--- config.mk ---
export PLATFORM = sky130hd
export DESIGN_NAME = sw_debounce_pio
export DESIGN_NICKNAME = d
export VERILOG_FILES = /design/src/rtl/sw_debounce_pio.sv
export SDC_FILE = /design/constraint.sdc
export NUM_CORES = 1
export LEC_CHECK = 0
export ABC_CLOCK_PERIOD_IN_PS = 11000
export BUFFER_PORTS_ARGS = -buffer_cell sky130_fd_sc_hd__buf_2
export CAP_MARGIN = 20
export CORE_UTILIZATION = 55
export CTS_BUF_LIST = sky130_fd_sc_hd__clkbuf_8
export DETAILED_ROUTE_END_ITERATION = 16
export GPL_TIMING_DRIVEN = 0
export HOLD_SLACK_MARGIN = 0.1
export PLACE_DENSITY_LB_ADDON = 0.2
export SYNTH_ARGS = -nofsm -noshare
export SYNTH_HDL_FRONTEND = slang
export SYNTH_SLANG_ARGS = --single-unit
--- constraint.sdc ---
create_clock -name clk -period 11 [get_ports clk]
set_input_delay 1.65 -clock clk [delete_from_list [all_inputs] [get_ports clk]]
set_output_delay 1.65 -clock clk [all_outputs]
set_load 0.01 [all_outputs]
--- src/rtl/sw_debounce_pio.sv ---
// Slide-switch PIO: 2-flop sync, per-bit debounce, edge capture with maskable level irq.
// Latency: sw_in to DATA/EDGE in DEBOUNCE_CYCLES+2 edges; registered readdata 1 cycle after avs_read.
// Backpressure: none; zero-wait-state slave, every read/write strobe is accepted on the edge it is sampled.
module sw_debounce_pio #(
    parameter int WIDTH           = 10,
    parameter int DEBOUNCE_CYCLES = 500000
) (
    input  logic              clk,
    input  logic              reset,
    input  logic [WIDTH-1:0]  sw_in,
    input  logic [1:0]        avs_address,
    input  logic              avs_read,
    input  logic              avs_write,
    input  logic [31:0]       avs_writedata,
    output logic [31:0]       avs_readdata,
    output logic              irq
);

    localparam int CW = $clog2(DEBOUNCE_CYCLES);
    localparam logic [CW-1:0] CNT_MAX = CW'(DEBOUNCE_CYCLES - 1);

    localparam logic [1:0] ADDR_DATA = 2'd0;
    localparam logic [1:0] ADDR_MASK = 2'd1;
    localparam logic [1:0] ADDR_EDGE = 2'd2;
    localparam logic [1:0] ADDR_RAW  = 2'd3;

    logic [WIDTH-1:0] sync1;
    logic [WIDTH-1:0] sync2;
    logic [WIDTH-1:0] stable;
    logic [WIDTH-1:0] stable_nxt;
    logic [WIDTH-1:0] mask_reg;
    logic [WIDTH-1:0] edge_cap;
    logic [WIDTH-1:0] edge_set;
    logic [WIDTH-1:0] edge_clr;
    logic [WIDTH-1:0] wr_dat;
    logic [CW-1:0]    cnt     [WIDTH];
    logic [CW-1:0]    cnt_nxt [WIDTH];
    logic [31:0]      rd_word;

    assign wr_dat   = avs_writedata[WIDTH-1:0];
    assign edge_clr = (avs_write && avs_address == ADDR_EDGE) ? wr_dat : '0;

    generate
        if (WIDTH < 32) begin : g_unused
            logic unused_wd;
            assign unused_wd = &{1'b0, avs_writedata[31:WIDTH]};
        end
    endgenerate

    // A mismatch must persist for DEBOUNCE_CYCLES consecutive cycles; any return to
    // the stable level restarts the count, so short glitches never commit.
    always_comb begin
        stable_nxt = stable;
        edge_set   = '0;
        cnt_nxt    = cnt;
        for (int i = 0; i < WIDTH; i++) begin
            if (sync2[i] == stable[i]) begin
                cnt_nxt[i] = '0;
            end else if (cnt[i] == CNT_MAX) begin
                stable_nxt[i] = sync2[i];
                cnt_nxt[i]    = '0;
                edge_set[i]   = 1'b1;
            end else begin
                cnt_nxt[i] = cnt[i] + CW'(1);
            end
        end
    end

    always_ff @(posedge clk or posedge reset) begin
        if (reset) begin
            sync1  <= '0;
            sync2  <= '0;
            stable <= '0;
            for (int i = 0; i < WIDTH; i++) begin
                cnt[i] <= '0;
            end
        end else begin
            sync1  <= sw_in;
            sync2  <= sync1;
            stable <= stable_nxt;
            for (int i = 0; i < WIDTH; i++) begin
                cnt[i] <= cnt_nxt[i];
            end
        end
    end

    always_comb begin
        rd_word = '0;
        case (avs_address)
            ADDR_DATA: rd_word[WIDTH-1:0] = stable;
            ADDR_MASK: rd_word[WIDTH-1:0] = mask_reg;
            ADDR_EDGE: rd_word[WIDTH-1:0] = edge_cap;
            ADDR_RAW:  rd_word[WIDTH-1:0] = sync2;
            default:   rd_word = '0;
        endcase
    end

    // Read mux samples pre-write state, so a simultaneous read+write returns the old value.
    always_ff @(posedge clk or posedge reset) begin
        if (reset) begin
            mask_reg     <= '0;
            edge_cap     <= '0;
            avs_readdata <= '0;
        end else begin
            if (avs_write && avs_address == ADDR_MASK) begin
                mask_reg <= wr_dat;
            end
            // Set has priority over a same-cycle write-1-clear so no edge is lost.
            edge_cap <= (edge_cap & ~edge_clr) | edge_set;
            if (avs_read) begin
                avs_readdata <= rd_word;
            end
        end
    end

    assign irq = |(edge_cap & mask_reg);

endmodule

==> impl_metrics.tcl <==
set metrics [dict create \
    largest_register "cnt" \
    max_slew_margin_pct 40.1 \
    utilization_pct 64.0 \
    yosys_warnings 0 \
    yosys.cell_types.count 49 \
    rsz0062_at_grt "no" \
    drt_iter0_drc 438 \
    hpwl_um 15900 \
    grt.overflow.total 0 \
    clock_sink_count 250 \
    powerDensity_nw_per_um2 144 \
    dieArea_um2 22400 \
    synthTopCellsByCount "250 x dfrtp_1, 149 x nor2_1, 74 x nand2_1" \
    yosysSeqAreaShare_pct 52.1 \
    cts_setup_buffers 0 \
    cts_resized 0 \
    pin_count 81 \
    grt_pass1_vias 8515 \
    fmax_mhz 292 \
    vias 8699 \
    gp_congestion 0.851 \
    synth_area_leaders "dfrtp_1 52%, xor2_1 4.7%, xnor2_1 4.7%, nor2_1 4.7%, mux2_2 2.8%" \
    post_drt_wl_per_cell_um 15.0 \
    fin_ws_ns 7.58 \
    grt_antenna_before_repair 0 \
    min_from "sync1[6]$_DFF_PP0_" \
    yosysMostFrequentCell "dfrtp_1" \
    drcViolationCount 0 \
    syn_area_per_cell_um2 10.5 \
    synth_largest_area_cell "dfrtp_1" \
    setup_viol 0 \
    status "finished, final reports clean" \
    io_buffers 35 \
    max-cap-violations 0 \
    cts_buffer_depth 3 \
    core_um2 21200 \
    fin_crit_ns 3.42 \
    worstSetupPathType "flop to output port" \
    largest_register_ffs 190 \
    cts_buffers 42 \
    synth_area_um2 12000 \
    setup_tns_ns 0 \
    ant_nets 0 \
    clock_skew_ns 0.0146 \
    wl_met2_um 11000 \
    synth_edf_count 0 \
    dieWidth_um 150 \
    synth_top_area_share_pct 52.1 \
    crit_fanout 3 \
    syn_inst 1147 \
    wl_met1_um 11000 \
    arrival_ns 1.77 \
    place_ws_ns 7.32 \
    ys_ff_latch 250 \
    fin_nets 1307 \
    critical_path.startpoint "mask_reg[9]$_DFFE_PP0P_" \
    initial_core_util_pct 56.6 \
    drv_slew 0 \
    synth_flop_cell "dfrtp_1" \
    hold_class "flop to flop" \
    async_reset_ff_share_pct 100 \
    startpoint_type "flop" \
    rr_startpoint "cnt[114]$_DFF_PP0_" \
    cts_tree "built" \
    wl_met3_um 978 \
    crit_chain "a22o_1, a221oi_1, nand4_1, buf_2" \
    root_buffer "clkbuf_8" \
    grt_usage_pct 22.2 \
    grt_pass1_wl_um 40300 \
    slowest_delay_ns 0.43 \
    cp.required_ns 9.35 \
    p_leak_nw 5.76 \
    firstDrtPassIters 5 \
    finalHoldViolations 0 \
    syn2layout_area_growth_pct 13.2 \
    die_h_um 150 \
    hold-worst-slack_ns 0.339 \
    critPathBufInv 1 \
    nFillCells 1722 \
    grt_max_degree 100 \
    highest_layer "met4" \
    endpoint_kind "output port" \
    cts.clk_slew.worst_paths_ns 0.06 \
    ir_drop_mv 0.0939 \
    wl_um 23400 \
    vias_per_cell 5.58 \
    cts_max_level 2 \
    drive_gt1_share_pct 15.6 \
    post-route-period-util_pct 31.1 \
    cp_slowest_cell "dfrtp_1" \
    worstMarginPinSlew_ns 0.899 \
    cts_hold_buf 0 \
    rows 53 \
    critPathTopFamily "compound AO/OA/AOI/OAI gates" \
    insertion_delay_ns 0.55 \
]
kinds of logic after synthesis:
kind of cell	after synthesis	synth area share [%]
and+or+nand+nor	502	22.3
AOI/OAI and AO/OA	127	6.89
buffers and inverters	88	3.54
adders and majority gates	10	1.04
xor gates and xnor gates	129	9.41
DFF	250	52.1
other	1	0.0312
muxes	40	4.69
layer usage:
layer  global-route usage [%]  vias to the layer above
met1                     30.6                     4259
met2                     35.9                      150
li1                         -                     4260
met5                        0                        -
met4                     6.82                        0
met3                     3.69                       30
power by group:
part | internal [W] | switching, W | leakage (nW) | total (W)
logic | 0.0000427 | 0.0000612 | 1.85 | 0.000104
clock network | 0.000511 | 0.000372 | 0.523 | 0.000882
registers | 0.000945 | 0.0000217 | 3.39 | 0.000967
stage by stage:
stage               power [W]  cells  area (um^2)
floorplan             0.00105   1168        12100
global placement      0.00108   1478        12600
detailed placement    0.00109   1480        12700
CTS                   0.00198   1557        13600
global route          0.00204   1557        13600
finish                0.00195   1559        13600
worst register-to-register path: stages, from the launching register on:
cell,delay [ns]
dfrtp_1,0.39
ha_1,0.21
and4_1,0.20
clkbuf_1,0.23
nand4_1,0.13
o21ai_1,0.57
clkbuf_1,0.42
nor2_1,0.11
layout by cell type (no fill, tap or decap), types with 4 or more instances in the layout:
cell	count
a21oi_1	51
a22o_1	9
and2_1	11
and3_1	10
and4_1	18
buf_2	43
buf_4	22
bufinv_16	4
clkbuf_1	16
clkbuf_8	50
clkinv_2	6
conb_1	22
dfrtp_1	250
ha_1	10
inv_1	50
mux2_2	30
mux4_2	10
nand2_1	74
nand3_1	55
nand3b_1	4
nand4_1	49
nor2_1	149
nor3_1	20
nor4_1	20
nor4b_1	8
o21ai_0	29
o31ai_1	20
or2_2	4
or3_1	32
or4_1	25
or4b_1	4
or4b_2	6
xnor2_1	64
xor2_1	65
path summary, 6_finish.rpt:
check	slack, ns	cells past startpoint	to
setup / recovery	7.58	4	irq
hold / removal	0.34	0	sync2[6]$_DFF_PP0_
setup reg to reg	8.61	7	cnt[125]$_DFF_PP0_
hold reg to reg	0.34	0	sync2[6]$_DFF_PP0_
max in group asynchronous	8.65	4	cnt[113]$_DFF_PP0_
min in group asynchronous	1.12	2	cnt[146]$_DFF_PP0_
final cells by class:
type                    count  area, um^2  area share, %
clock buffers              50         688           5.07
multi-input cells         830        5400           39.7
plain buffers              51         287           2.11
diodes                      2        5.00         0.0368
repair buffers             37         230           1.69
clock inverters            27         228           1.68
inverters                  37         146           1.08
flip-flops and latches    250        6260           46.1
well taps                 275         344           2.53
Power figures use the tool's default switching activity.
